`src/rtl/rc4_ctrl_pkg.sv`:
```
// rc4_ctrl_pkg: shared types and constants for the rc4 keystream controller
package rc4_ctrl_pkg;
  localparam int KEY_SIZE = 8;
  localparam int CNT_W = 16;
  typedef enum logic [2:0] {IDLE, CRST, LOAD, RUN, DRAIN} state_e;
endpackage

```
`src/rtl/rc4_ks_fifo.sv`:
```
// rc4_ks_fifo: registered synchronous FIFO with flush; a pop frees a slot for a same-cycle push.
module rc4_ks_fifo #(
   parameter int DEPTH = 4,
   parameter int W     = 8
) (
   input  logic         clk,
   input  logic         rst,
   input  logic         flush,
   input  logic         push,
   input  logic         pop,
   input  logic [W-1:0] din,
   output logic [W-1:0] dout,
   output logic         full,
   output logic         empty
);
   localparam int AW = $clog2(DEPTH);
   localparam int PW = AW + 1;
   logic [W-1:0] mem [DEPTH];
   logic [AW:0] wp, rp;
   logic do_push, do_pop;
   assign empty = wp == rp;
   assign full = wp == {~rp[AW], rp[AW-1:0]};
   assign do_pop = pop && !empty;
   assign do_push = push && (!full || do_pop);
   assign dout = empty ? '0 : mem[rp[AW-1:0]];
   always_ff @(posedge clk) begin
      if (rst || flush) begin
         wp <= '0;
         rp <= '0;
      end else begin
         wp <= wp + PW'(do_push);
         rp <= rp + PW'(do_pop);
      end
   end
   always_ff @(posedge clk)
      if (do_push) mem[wp[AW-1:0]] <= din;
endmodule

```
`src/rtl/rc4_keystream_ctrl.sv`:
```
// rc4_keystream_ctrl: loads the key into the rc4 core and buffers len keystream bytes for a consumer.
// Define RC4_CTRL_DROP_EN to discard the first DROP_N core bytes of every run (RC4-drop[N]).
module rc4_keystream_ctrl
   import rc4_ctrl_pkg::*;
#(
   parameter int KEY_SIZE   = rc4_ctrl_pkg::KEY_SIZE,
`ifdef RC4_CTRL_DROP_EN
   parameter int DROP_N     = 256,
`endif
   parameter int FIFO_DEPTH = 4
) (
   input  logic                        clk,
   input  logic                        rst,
   input  logic                        key_we,
   input  logic [$clog2(KEY_SIZE)-1:0] key_addr,
   input  logic [7:0]                  key_data,
   input  logic                        start,
   input  logic [CNT_W-1:0]            len,
   input  logic                        abort,
   output logic                        busy,
   output logic                        done,
   output logic                        overflow,
   output logic [7:0]                  ks_data,
   output logic                        ks_valid,
   input  logic                        ks_ready,
   output logic                        ks_last,
   output logic                        core_rst,
   output logic [7:0]                  core_password,
   input  logic                        core_ready,
   input  logic [7:0]                  core_k
);
   localparam int KAW = $clog2(KEY_SIZE);
   state_e state, state_n;
   logic [7:0] key_mem [KEY_SIZE];
   logic [KAW-1:0] idx;
   logic [CNT_W-1:0] len_r, acc_cnt, dlv_cnt;
   logic go, dropping, take, push, pop, full, empty, fin;
   assign go = state == IDLE && start && len != '0 && !abort;
   assign busy = state != IDLE;
   assign ks_valid = !empty;
   assign pop = ks_valid && ks_ready;
   assign take = state == RUN && core_ready && !dropping && acc_cnt != len_r;
   assign push = take && (!full || pop);
   assign fin = (state == RUN || state == DRAIN) && acc_cnt == len_r && dlv_cnt + CNT_W'(pop) == len_r;
   assign ks_last = ks_valid && dlv_cnt + CNT_W'(1) == len_r;
`ifdef RC4_CTRL_DROP_EN
   logic [CNT_W-1:0] drop_cnt;
   assign dropping = drop_cnt < CNT_W'(DROP_N);
   always_ff @(posedge clk) begin
      if (rst || go) drop_cnt <= '0;
      else if (state == RUN && core_ready && dropping) drop_cnt <= drop_cnt + CNT_W'(1);
   end
`else
   assign dropping = 1'b0;
`endif
   always_ff @(posedge clk)
      if (key_we && state == IDLE) key_mem[key_addr] <= key_data;
   always_comb begin
      state_n = state;
      core_rst = !(state == LOAD || state == RUN);
      core_password = state == CRST ? key_mem[0] : state == LOAD ? key_mem[idx] : 8'h00;
      case (state)
         IDLE:       state_n = go ? CRST : IDLE;
         CRST:       state_n = LOAD;
         LOAD:       state_n = idx == KAW'(KEY_SIZE - 1) ? RUN : LOAD;
         RUN, DRAIN: state_n = fin ? IDLE : acc_cnt == len_r ? DRAIN : state;
         default:    state_n = IDLE;
      endcase
      if (abort) state_n = IDLE;
   end
   // a core byte that finds the FIFO full (with no pop freeing a slot) is lost for good
   always_ff @(posedge clk) begin
      if (rst) begin
         state <= IDLE;
         idx <= '0;
         len_r <= '0;
         acc_cnt <= '0;
         dlv_cnt <= '0;
         overflow <= 1'b0;
         done <= 1'b0;
      end else begin
         state <= state_n;
         done <= state != IDLE && (abort || fin);
         idx <= state == LOAD ? idx + KAW'(1) : '0;
         len_r <= go ? len : len_r;
         acc_cnt <= go ? '0 : acc_cnt + CNT_W'(push);
         dlv_cnt <= go ? '0 : dlv_cnt + CNT_W'(pop);
         overflow <= !go && (overflow || (take && full && !pop));
      end
   end
   rc4_ks_fifo #(.DEPTH(FIFO_DEPTH), .W(8)) u_fifo (
      .clk(clk),
      .rst(rst),
      .flush(abort),
      .push(push),
      .pop(pop),
      .din(core_k),
      .dout(ks_data),
      .full(full),
      .empty(empty)
   );
endmodule

```
`config.mk`:
```
export PLATFORM = sky130hd
export DESIGN_NAME = rc4_keystream_ctrl
export DESIGN_NICKNAME = d
export VERILOG_FILES = /design/src/rtl/rc4_ctrl_pkg.sv /design/src/rtl/rc4_ks_fifo.sv /design/src/rtl/rc4_keystream_ctrl.sv
export SDC_FILE = /design/constraint.sdc
export NUM_CORES = 1
export LEC_CHECK = 0
export BUFFER_PORTS_ARGS = -buffer_cell sky130_fd_sc_hd__buf_2
export CORE_ASPECT_RATIO = 0.5
export CORE_MARGIN = 2
export CORE_UTILIZATION = 55
export CTS_CLUSTER_DIAMETER = 40
export DETAILED_ROUTE_END_ITERATION = 7
export PLACE_DENSITY = 0.79
export SLEW_MARGIN = 25
export SYNTH_ARGS = -nofsm -noshare
export SYNTH_HDL_FRONTEND = slang
export SYNTH_SLANG_ARGS = --single-unit
```
`constraint.sdc`:
```
create_clock -name clk -period 6.7 [get_ports clk]
set_input_delay 0.335 -clock clk [delete_from_list [all_inputs] [get_ports clk]]
set_output_delay 0.335 -clock clk [all_outputs]
set_load 0.01 [all_outputs]
```
; ---- Yosys cells after proc, flatten, opt, wreduce, memory -nomap -nowiden
; Memories as Yosys holds them, arrays and structs flattened. A register that Yosys moved wholly into a read port is not among the register bits.
; Index checks and enable logic that the tools add are counted.
[classes]
eq_ne = 12
n_reduce_logical = 37
bitwise_logic = 2
mux = 14
add_sub_neg = 6
[op_table]
columns = cell, count
row1 = $eq A16 B16 Y1, 3
row2 = $add A16 B1 Y16, 2
row3 = $mux W8, 3
row4 = $logic_and A1 B1 Y1, 17
row5 = $add A16 B1 Y16 const B, 1
row6 = $ne A16 B16 Y1, 1
row7 = $reduce_bool A16 Y1, 1
row8 = $pmux W3 S4, 1
row9 = $mux W3, 3
row10 = $reduce_or A2 Y1, 4
row11 = $logic_or A1 B1 Y1, 7
row12 = $add A3 B1 Y3, 2
row13 = $eq A3 B2 Y1 const B, 2
row14 = $eq A3 B3 Y1, 2
row15 = $eq A3 B3 Y1 const B, 2
row16 = $logic_not A1 Y1, 6
row17 = $mux W1, 6
row18 = $add A3 B1 Y3 const B, 1
row19 = $eq A3 B1 Y1 const B, 1
row20 = $logic_not A3 Y1, 1
row21 = $ne A3 B3 Y1 const B, 1
row22 = $reduce_bool A3 Y1, 1
row23 = $mux W2, 1
row24 = $not A1 Y1, 2
[word_totals]
in_bits = 42
output_inout_bits = 22
register_bits = 62
ram_bits = 96
elab_cells = 82
n_memories = 2
[memory_table]
columns = name, words, width, read_ports, rd_ports_with_merged_regs, wr, line_no
row1 = key_mem, 8, 8, 2, 1, 1, rc4_keystream_ctrl.sv:34  ; logic [7:0] key_mem [KEY_SIZE];
row2 = u_fifo.mem, 4, 8, 1, 1, 1, rc4_ks_fifo.sv:18  ; logic [W-1:0] mem [DEPTH];

; ---- Depth between registers and ports, before layout
; Gate-level depths: netlist (run 1).
[depth]
ltp_word = 8
ltp_mapped = 13
depth_no_buf = 12

; ---- Hierarchy
; Synthesis (run 1) repeated with hierarchy kept, for this count alone.
[hier_totals]
hier_cells = 606
area_unflattened_um2 = 7513.5
[by_module_without_submodules]
columns = mod, cells_each, instances, seq_area_each_um2, area_each_um2
row1 = rc4_keystream_ctrl, 524, 1, 3042.9, 5908.2
row2 = rc4_ks_fifo, 82, 1, 1081.0, 1605.3

; ---- Worst setup path after synthesis (run 1)
; No wires, ideal clock.
[synth_path]
kind = register to register
from = register u_fifo.rp[1]
to = register state[2]
arrival_ns = 2.859
slack_ns = 3.714
setup_time_ns = 0.127
path_stages_with_launch = 14
t_required_ns = 6.573
path_buffers = 3
synth_period_minus_slack_ns = 2.986
path_cell_list = dfxtp_1 -> clkbuf_1 -> xnor2_1 -> and3_1 -> clkbuf_1 -> nor2b_1 -> ha_1 -> buf_4 -> nand3_1 -> or3_1 -> nor3_1 -> a2bb2oi_1 -> a221oi_2 -> a21oi_1
[synth_via]
elab_chain_cells = 8
elab_cells_between_ends = 9
cone_classes = add/sub: 1 / eq/ne: 3 / mux: 2 / reduce/logical: 3
[synth_rtl]
columns = element, line_no
row1 = start: declaration, rc4_ks_fifo.sv:19  ; logic [AW:0] wp, rp;
row2 = start signal: assignment, rc4_ks_fifo.sv:32  ; rp <= rp + PW'(do_pop);
row3 = $eq A3 B3 Y1 *, rc4_ks_fifo.sv:21  ; assign empty = wp == rp;
row4 = $logic_not A1 Y1 *, rc4_keystream_ctrl.sv:40  ; assign ks_valid = !empty;
row5 = $logic_and A1 B1 Y1 *, rc4_keystream_ctrl.sv:41  ; assign pop = ks_valid && ks_ready;
row6 = $add A16 B1 Y16 *, rc4_keystream_ctrl.sv:44  ; assign fin = (state == RUN || state == DRAIN) && acc_cnt == len_r && dlv_cnt + CNT_W'(pop) == len_r;
row7 = $eq A16 B16 Y1 *, rc4_keystream_ctrl.sv:44
row8 = $logic_and A1 B1 Y1 *, rc4_keystream_ctrl.sv:44
row9 = $mux W3, rc4_keystream_ctrl.sv:66  ; RUN, DRAIN: state_n = fin ? IDLE : acc_cnt == len_r ? DRAIN : state;
row10 = $pmux W3 S4, rc4_keystream_ctrl.sv:62  ; case (state)
row11 = end signal: assignment, rc4_keystream_ctrl.sv:82  ; state <= state_n;
row12 = end: declaration, rc4_keystream_ctrl.sv:33  ; state_e state, state_n;
; Every way passes the cells marked *; elsewhere a longest branch is shown, timed or not.
; A chain may end at the register's enable or synchronous reset.

; ---- Worst setup path after layout (run 1)
[layout_path]
from = register u_fifo.rp[0]
to = register state[2]
; Same word-level chain as after synthesis.

==> impl_metrics.json, run 1 <==
{
  "period_needed_ns": 3.446,
  "io_pins": 64,
  "ys_types": 51,
  "globalplace.congestion": 0.8547,
  "skew_ns": 0.01413,
  "timing.hold.ws_ns": 0.1321,
  "syn_area_per_cell_sq_um": 12.29,
  "cts_resized": 0,
  "ys_ff_latch": 158,
  "peakVddDrop_uv": 209.6,
  "hold_class": "in2reg",
  "clk_latency_ns": 0.43,
  "antenna_found_initial": 0,
  "fillers": 951,
  "cts.sinks": 158,
  "cp_slowest_cell": "dfxtp_1",
  "maxCapViolCount": 0,
  "ant_nets": 0,
  "setup_violations": 0,
  "cts_made_buffers": 17,
  "critical_path.endpoint_type": "flip-flop",
  "slew_headroom_pct": 37.58,
  "ys.flop_type": "edfxtp_1",
  "initial_utilization_pct": 57.02,
  "synth-warning-count": 0,
  "die_area_sq_um": 14310,
  "grt_max_degree": 35,
  "path_class": "reg2reg",
  "fp.dieH_um": 85.60,
  "async_reset_ff_share_pct": 0,
  "synth_edf_count": 96,
  "antenna_cells": 0,
  "viasPerCell": 5.673,
  "fmax_ghz": 0.2902,
  "grt.total_usage_pct": 21.79,
  "outcome": "complete, but fails checks",
  "final_layout_size_suffix_gt1_share_pct": 20.36,
  "synth_nets": 649,
  "io_buffer_count": 63,
  "num_vias": 4754,
  "path_cells": "xnor2_1 > and3_1 > nor2b_1 > ha_1 > nand3_1 > or3_1 > nor3_1 > a2bb2oi_1 > a221oi_2 > a21oi_1",
  "seq_area_sq_um": 4124,
  "drtIter0Drc": 361,
  "startpoint_type": "flip-flop",
  "gr-total-overflow": 0,
  "cts_tree": "done",
  "p_total_mw": 2.081,
  "multi_input_area_sq_um": 3012,
  "drtPass1Iterations": 7,
  "ff2ff_setup_slack_ns": 3.25,
  "p_per_area_nw_per_um2": 249.1,
  "syn_inst": 596,
  "worst_pin_slew_ns": 0.9328,
  "worstPathRequired_ns": 7.00,
  "worstPathArrival_ns": 3.74,
  "drc": 2,
  "htreeDepth": 4,
  "wl_per_cell_um": 17.60,
  "hold_violations": 0,
  "wl_um": 14750,
  "postCtsHoldBufs": 0,
  "cts_buffer_depth": 2,
  "nets": 708,
  "cp_max_fo": 11,
  "slew_violations": 0,
  "max_stage_delay_ns": 0.73,
  "rsz0062_at_grt": "no",
  "die-width_um": 167.2,
  "synth_seq_area_share_pct": 56.30,
  "area_growth_pct": 14.04,
  "syn_area_sq_um": 7325,
  "leakage_nw": 3.073,
  "violations": "design-rule violations",
  "clockRootBuffer": "clkbuf_16",
  "post_cts_buffers": 0,
  "grt_pass1_vias": 4594,
  "rows": 29,
  "grt_pass1_wl_um": 23870,
  "setup_total_negative_slack_ns": 0,
  "clk_pin_slew_worst_paths_ns": 0.07,
  "fin_crit_sh_pct": 51.43,
  "core-area_sq_um": 12840,
  "dp_hpwl_um": 10120
}
[layout by cell type, fill, tap and decap left out, drive strengths merged, types with 11 or more instances in the layout]
master and count:
nor2b 18, buf 71, clkbuf 17, nand3 16, mux4 24, ha 11
nor3 19, dfxtp 62, o21ai 13, inv 18, xor2 40, nor4 13
edfxtp 96, mux2i 24, xnor2 38, nand2 34, nand4 13, nor2 73
[per-layer routing]
metal,GRT usage [%],part of all wire [%]
met1,29.00,44
met5,0,0
met3,4.707,5.5
met2,36.89,49
met4,5.929,0.92
[synthesized netlist by cell type (4+ instances only)]
library cell / count / area [sq um]
nor2b_1: 18 / 112.6
xnor2_1: 38 / 332.8
nand3_1: 16 / 80.08
nand4_1: 11 / 68.82
edfxtp_1: 96 / 2883
ha_1: 11 / 137.6
nand2_1: 34 / 127.6
dfxtp_1: 62 / 1241
nor4_1: 12 / 75.07
buf_2: 13 / 65.06
o21ai_0: 13 / 65.06
clkbuf_1: 12 / 45.04
a21oi_1: 5 / 25.02
nor3_1: 18 / 90.09
mux2i_1: 24 / 240.2
inv_1: 10 / 37.54
nor2_1: 73 / 274.0
nor3b_1: 4 / 30.03
mux4_2: 24 / 540.5
and3_1: 5 / 31.28
and2_1: 6 / 37.54
buf_4: 5 / 37.54
nand2b_1: 5 / 31.28
xor2_1: 40 / 350.3
[metrics by stage]
stage | utilization (%) | cell area (sq um) | worst slack, ns | std cells
3_5_place_dp | 60.45 | 7765 | 3.258 | 806
5_1_grt | 65.03 | 8353 | 2.925 | 838
3_3_place_gp | 60.36 | 7754 | 3.367 | 805
6_report | 65.03 | 8353 | 3.254 | 838
2_1_floorplan | - | 7325 | 3.714 | 596
4_1_cts | 65.03 | 8353 | 3.243 | 838
[cell type report]
type / count / share of cell area [%]
Clock buffer: 17 / 5.093
Clock inverter: 15 / 1.947
Inverter: 10 / 0.4494
Multi-Input combinational cell: 397 / 36.05
Sequential cell: 158 / 49.37
Tap cell: 170 / 2.546
Timing Repair Buffer: 71 / 4.539
[path summary, 6_finish.rpt]
check                           depth (start not counted)               startpoint                    endpoint
worst min-delay path                                    1                core_k[0]  u_fifo.mem[2][0]$_DFFE_PP_
worst min register to register                          2      overflow$_SDFF_PP0_         overflow$_SDFF_PP0_
worst max-delay path                                   10  u_fifo.rp[0]$_SDFF_PP0_       state[2]$_SDFFE_PP0P_
worst max register to register                         10  u_fifo.rp[0]$_SDFF_PP0_       state[2]$_SDFFE_PP0P_
[power breakdown]
group,total (mW),switching [mW],internal [mW]
logic,0.0896,0.0529,0.0367
clock network,0.937,0.437,0.500
registers,1.05,0.0112,1.04
[logic make-up (layout without fill, tap and decap cells)]
logic type                 Yosys count  after routing  share of synthesized area, %
and+or+nand+nor                    220            220                         15.36
DFF                                158            158                         56.30
xor gates and xnor gates            78             78                         9.327
muxes                               49             49                         10.81
buffers and inverters               41            113                         2.579
AOI/OAI and AO/OA                   39             39                         3.741
adders and majority gates           11             11                         1.879
[sequential cells by signal, indices dropped and copies added, names as in the netlist]
signal,count
u_fifo.mem,32
done,1
key_mem,64
acc_cnt,16
u_fifo.wp,3
idx,3
u_fifo.rp,3
overflow,1
dlv_cnt,16
len_r,16
state,3
[worst max-delay path, delay by kind of cell, from the launching register on]
kind	cells	cell delay, ns
flops	1	0.73
compound gates	3	0.54
fa+ha+maj	1	0.33
xor+xnor	1	0.18
simple gates	5	1.55
Power figures use the tool's default switching activity.
==> run 2: changes to the inputs <==
--- a/config.mk
+++ b/config.mk
@@ -8,10 +8,10 @@
 export BUFFER_PORTS_ARGS = -buffer_cell sky130_fd_sc_hd__buf_2
 export CORE_ASPECT_RATIO = 0.5
 export CORE_MARGIN = 2
-export CORE_UTILIZATION = 55
+export CORE_UTILIZATION = 54
 export CTS_CLUSTER_DIAMETER = 40
 export DETAILED_ROUTE_END_ITERATION = 7
-export PLACE_DENSITY = 0.79
+export PLACE_DENSITY = 0.81
 export SLEW_MARGIN = 25
 export SYNTH_ARGS = -nofsm -noshare
 export SYNTH_HDL_FRONTEND = slang
==> constraint.sdc (replaced) <==
create_clock -name clk -period 2.8 [get_ports clk]
set_input_delay 0.14 -clock clk [delete_from_list [all_inputs] [get_ports clk]]
set_output_delay 0.14 -clock clk [all_outputs]
set_load 0.01 [all_outputs]
==> impl_metrics.json, run 2 (synthesis gave the netlist of run 1 again) <==
{
  "fin_crit_sh_pct": 96.32,
  "io_pins": 64,
  "wl_um": 16800,
  "ant_nets": 0,
  "clk_latency_ns": 0.43,
  "htreeDepth": 4,
  "worst_path_dominant_cell_family": "simple AND/OR/NAND/NOR gates",
  "clk_pin_slew_worst_paths_ns": 0.07,
  "fillers": 934,
  "hold_class": "in2reg",
  "initial_utilization_pct": 54.66,
  "antenna_found_initial": 0,
  "seq_area_sq_um": 4134,
  "drc": 0,
  "crit_buf_inv": 0,
  "nets": 765,
  "grt.total_usage_pct": 24.13,
  "grt_pass1_vias": 5187,
  "clockRootBuffer": "clkbuf_16",
  "timing.hold.ws_ns": 0.01349,
  "cts_buffer_depth": 2,
  "outcome": "complete, no violations",
  "drtPass1Iterations": 5,
  "core-area_sq_um": 13400,
  "hold_violations": 0,
  "antenna_cells": 0,
  "cts.sinks": 158,
  "die_area_sq_um": 14570,
  "peakVddDrop_uv": 337.8,
  "area_growth_pct": 21.95,
  "ff2ff_setup_slack_ns": 0.10,
  "dp_hpwl_um": 11130,
  "grt_max_degree": 25,
  "worstPathRequired_ns": 3.12,
  "grt_pass1_wl_um": 26680,
  "p_per_area_nw_per_um2": 570.8,
  "max_stage_delay_ns": 0.35,
  "viasPerCell": 5.633,
  "globalplace.congestion": 0.8776,
  "post_cts_buffers": 0,
  "wl_per_cell_um": 18.65,
  "cts_made_buffers": 17,
  "slew_violations": 0,
  "num_vias": 5075,
  "critical_path.endpoint_type": "flip-flop",
  "rows": 30,
  "die-width_um": 168.7,
  "io_buffer_count": 63,
  "cp_slowest_cell": "dfxtp_1",
  "final_cell_mix": "edfxtp_1, nor2_1, buf_2",
  "leakage_nw": 3.360,
  "worst_pin_slew_ns": 0.6750,
  "final_layout_size_suffix_gt1_share_pct": 24.83,
  "path_class": "reg2reg",
  "path_cells": "xor2_1 > nor4_2 > nand4_1 > and4_1 > nor2b_1 > ha_1 > ha_1 > nand4_1 > nor2_1 > nand2_1 > xor2_1 > nor2_1",
  "maxCapViolCount": 0,
  "fp.dieH_um": 86.36,
  "slew_headroom_pct": 55.00,
  "largest_register_ffs": 64,
  "final_cells": 901,
  "top_register": "key_mem",
  "cts_tree": "done",
  "cp_max_fo": 4,
  "skew_ns": 0.007964,
  "worstPathArrival_ns": 3.02,
  "gr-total-overflow": 0,
  "mostFrequentLayoutCell": "edfxtp_1",
  "multi_input_area_sq_um": 3070,
  "setup_violations": 0,
  "post-place-cells": 840,
  "drtIter0Drc": 312,
  "period_needed_ns": 2.697,
  "startpoint_type": "flip-flop",
  "fmax_ghz": 0.3708
}
## run 2: cell types whose count changed in the layout (fill, tap and decap cells not counted), sizes merged
cell,change
buf,+28
bufinv,+1
clkinvlp,+2
dlygate4sd3,+29
clkinv,-3
## run 2: path summary, 6_finish.rpt
check | startpoint | endpoint | depth (start not counted)
setup / recovery | len_r[12]$_SDFFE_PP0P_ | acc_cnt[12]$_SDFF_PP0_ | 12
hold / removal | key_data[6] | key_mem[2][6]$_DFFE_PP_ | 1
setup reg to reg | len_r[12]$_SDFFE_PP0P_ | acc_cnt[12]$_SDFF_PP0_ | 12
hold reg to reg | overflow$_SDFF_PP0_ | overflow$_SDFF_PP0_ | 2
## run 2: worst register-to-register path, cell delays in order (launching register included)
cell	delay, ns
dfxtp_1	0.35
xor2_1	0.19
nor4_2	0.33
nand4_1	0.20
and4_1	0.26
nor2b_1	0.14
ha_1	0.26
ha_1	0.28
nand4_1	0.20
nor2_1	0.09
nand2_1	0.08
xor2_1	0.15
nor2_1	0.05
## run 2: routing by layer
metal	GRT usage (%)	vias to the layer above	share of wire, %
met3	5.068	43	5.6
met4	10.66	0	2.7
met1	30.19	2464	42
li1	-	2396	-
met2	41.36	172	49
met5	0	-	0
## run 2: final cells by class
| class | instances | area share, % |
|---|---|---|
| sequential | 158 | 46.28 |
| inverter | 10 | 0.4202 |
| clock buffer | 17 | 4.763 |
| timing repair buffer | 128 | 9.945 |
| tap | 176 | 2.465 |
| clock inverter | 15 | 1.751 |
| multi-input combinational | 397 | 34.37 |
## run 2: through the flow
stage | util, % | total power, mW | area (sq um) | setup slack, ns | TNS (ns)
floorplan | - | 2.688 | 7333 | 0.02618 | 0
global placement | 59.67 | 2.798 | 7996 | 0.2105 | 0
detailed placement | 59.67 | 2.807 | 7996 | 0.1530 | 0
CTS | 66.27 | 5.115 | 8881 | 0.005030 | 0
global route | 66.66 | 5.230 | 8932 | -0.02237 | -0.02237
finish | 66.66 | 5.098 | 8932 | 0.1030 | 0
## run 2: power by group
group / internal [mW] / total [mW] / switching (mW)
registers: 2.49 / 2.51 / 0.0189
clock network: 1.26 / 2.30 / 1.04
logic: 0.130 / 0.283 / 0.152
total: 3.88 / 5.10 / 1.21
## run 2: timing repair
| action | 4_1_cts | 5_1_grt |
|---|---|---|
| gates cloned | 0 | 0 |
| hold buffers | 29 | 0 |
| pin swaps | 0 | 2 |
| endpoints found under the setup margin | 1 | 5 |
| gates resized for setup | 2 | 15 |
| hold endpoints to repair | 99 | 0 |
==> run 3: changes to the inputs <==
--- a/config.mk
+++ b/config.mk
@@ -6,9 +6,12 @@
 export NUM_CORES = 1
 export LEC_CHECK = 0
 export BUFFER_PORTS_ARGS = -buffer_cell sky130_fd_sc_hd__buf_2
+export CAP_MARGIN = 20
+export CELL_PAD_IN_SITES_DETAIL_PLACEMENT = 0
+export CELL_PAD_IN_SITES_GLOBAL_PLACEMENT = 1
 export CORE_ASPECT_RATIO = 0.5
 export CORE_MARGIN = 2
-export CORE_UTILIZATION = 54
+export CORE_UTILIZATION = 44
 export CTS_CLUSTER_DIAMETER = 40
 export DETAILED_ROUTE_END_ITERATION = 7
 export PLACE_DENSITY = 0.81
==> impl_metrics.json, run 3 (synthesis gave the netlist of run 1 again) <==
{
  "p_switching_mw": 1.245,
  "hp-start": "len[12]",
  "antenna_found_initial": 0,
  "io_buffer_count": 63,
  "grt.total_usage_pct": 19.35,
  "p_total_mw": 5.068,
  "initial_utilization_pct": 44.80,
  "r2r_cells": 12,
  "min_to": "len_r[12]$_SDFFE_PP0P_",
  "htreeDepth": 4,
  "top_register": "key_mem",
  "clk_pin_slew_worst_paths_ns": 0.07,
  "outcome": "complete, no violations",
  "clockRootBuffer": "clkbuf_16",
  "pwr-share-clk_pct": 44.9,
  "p_int_mw": 3.823,
  "cp_max_fo": 9,
  "mostFrequentLayoutCell": "edfxtp_1",
  "cts_buffer_depth": 2,
  "slew_headroom_pct": 55.32,
  "ff2ff_setup_slack_ns": 0.19,
  "largest_register_ffs": 64,
  "crit_buf_inv": 1,
  "rows": 33,
  "post_cts_buffers": 0,
  "grt_pass1_vias": 4953,
  "drtIter0Drc": 362,
  "drc": 0,
  "antenna_cells": 0,
  "reg2reg_to": "acc_cnt[12]$_SDFF_PP0_",
  "fillers": 1405,
  "worst_path_dominant_cell_family": "simple AND/OR/NAND/NOR gates",
  "gr-total-overflow": 0,
  "wl_um": 16190,
  "slew_violations": 0,
  "core-area_sq_um": 16350,
  "hold_class": "in2reg",
  "clk_latency_ns": 0.43,
  "setup_violations": 0,
  "grt_max_degree": 34,
  "area_growth_pct": 23.18,
  "maxCapViolCount": 0,
  "path_class": "reg2out",
  "die-width_um": 186.5,
  "critical_path.endpoint_type": "output pin",
  "hold_path_depth": 3,
  "p_seq_share_pct": 49.6,
  "nets": 766,
  "viasPerCell": 5.211,
  "cts.sinks": 158,
  "max_stage_delay_ns": 0.52,
  "worst_pin_slew_ns": 0.6640,
  "p_per_area_nw_per_um2": 561.7,
  "ant_nets": 0,
  "wl_per_cell_um": 16.99,
  "skew_ns": 0.01424,
  "p_sw_share_pct": 24.56,
  "final_layout_size_suffix_gt1_share_pct": 24.38,
  "cts_tree": "done",
  "globalplace.congestion": 0.8050,
  "io_pins": 64,
  "p_comb_share_pct": 5.5,
  "fp.dieH_um": 95.23,
  "path_cells": "nand2_1 > or3_4 > o41ai_2 > nand4_1 > a2111oi_4 > buf_2",
  "dp_slack_ns": 0.08758,
  "dp_hpwl_um": 11120,
  "final_cell_mix": "edfxtp_1, nor2_1, buf_2",
  "hold_violations": 0,
  "num_vias": 4966,
  "peakVddDrop_uv": 399.5,
  "fmax_ghz": 0.3652,
  "period_needed_ns": 2.739,
  "worstPathRequired_ns": 2.66,
  "grt_pass1_wl_um": 26030,
  "startpoint_type": "flip-flop",
  "fin_crit_sh_pct": 97.81,
  "worstPathArrival_ns": 2.60,
  "rsz0062_at_grt": "yes",
  "cts_made_buffers": 17,
  "cp_slowest_cell": "dfxtp_1",
  "fin_ws_ns": 0.06145,
  "drtPass1Iterations": 6,
  "leakage_nw": 3.365,
  "die_area_sq_um": 17760,
  "r2r_start": "len_r[12]$_SDFFE_PP0P_"
}
==> run 3: cell count changes in the layout (fill, tap and decap cells not counted), sizes merged <==
cell | before | now
clkinvlp | 2 | 0
dlygate4sd3 | 29 | 33
inv | 18 | 20
buf | 99 | 96
clkinv | 4 | 5
bufinv | 1 | 0
==> run 3: per-stage QoR <==
step                cell area [sq um]  utilization [%]  setup TNS, ns  instances  hold WS [ns]
floorplan                        7333                -              0        596        0.2174
CTS                              8972            54.87              0        953       0.02083
global route                     9022            55.18       -0.07117        953       0.02614
detailed placement               8025            49.08              0        888        0.3586
finish                           9022            55.18              0        953       0.03204
global placement                 8025            49.08              0        888        0.3524
==> run 3: area by class of cell <==
type / count / area, sq um / share of cell area (%)
sequential: 158 / 4133 / 45.80
multi-input combinational: 397 / 3087 / 34.21
timing repair buffer: 129 / 893.4 / 9.902
clock buffer: 17 / 425.4 / 4.715
tap: 227 / 284.0 / 3.148
clock inverter: 15 / 162.7 / 1.803
inverter: 10 / 37.54 / 0.4160
==> run 3: power groups by stage <==
stage / clock network, mW / registers [mW] / logic [mW]
final: 2.28 / 2.51 / 0.276
after global routing: 2.43 / 2.52 / 0.302
after global placement: 0 / 2.57 / 0.233
after detailed placement: 0 / 2.57 / 0.236
after CTS: 2.32 / 2.51 / 0.275
after floorplan: 0 / 2.56 / 0.126
==> run 3: layer usage <==
metal	track usage, %	up-vias	share of wire [%]
li1	-	2403	-
met1	25.01	2408	46
met2	32.34	127	47
met3	4.711	28	4.7
met4	6.878	0	2.1
met5	0	-	0
==> run 3: tightest hold or removal path: cells and delay by family <==
family	cells	cell delay, ns
buffers and inverters	1	0.10
multiplexers	1	0.06
AND/OR/NAND/NOR	1	0.10
==> run 3: how the worst max path moves through the flow <==
stage          slack [ns]                      to               startpoint  cells after the start
6_report             0.06                 ks_last    dlv_cnt[2]$_SDFF_PP0_                      6
5_1_grt             -0.05                 ks_last    dlv_cnt[2]$_SDFF_PP0_                      7
4_1_cts              0.01                 ks_last    dlv_cnt[3]$_SDFF_PP0_                      6
3_5_place_dp         0.09  acc_cnt[12]$_SDFF_PP0_   len_r[12]$_SDFFE_PP0P_                     12
3_3_place_gp         0.19  acc_cnt[12]$_SDFF_PP0_   len_r[12]$_SDFFE_PP0P_                     12
2_1_floorplan        0.03   state[2]$_SDFFE_PP0P_  u_fifo.rp[0]$_SDFF_PP0_                     13
==> run 3: what timing repair did <==
action | 4_1_cts | 5_1_grt
hold endpoints to repair | 111 | 0
resized for setup | 6 | 12
pin swaps | 0 | 3
endpoints found under the setup margin | 1 | 6
hold buffers | 33 | 0
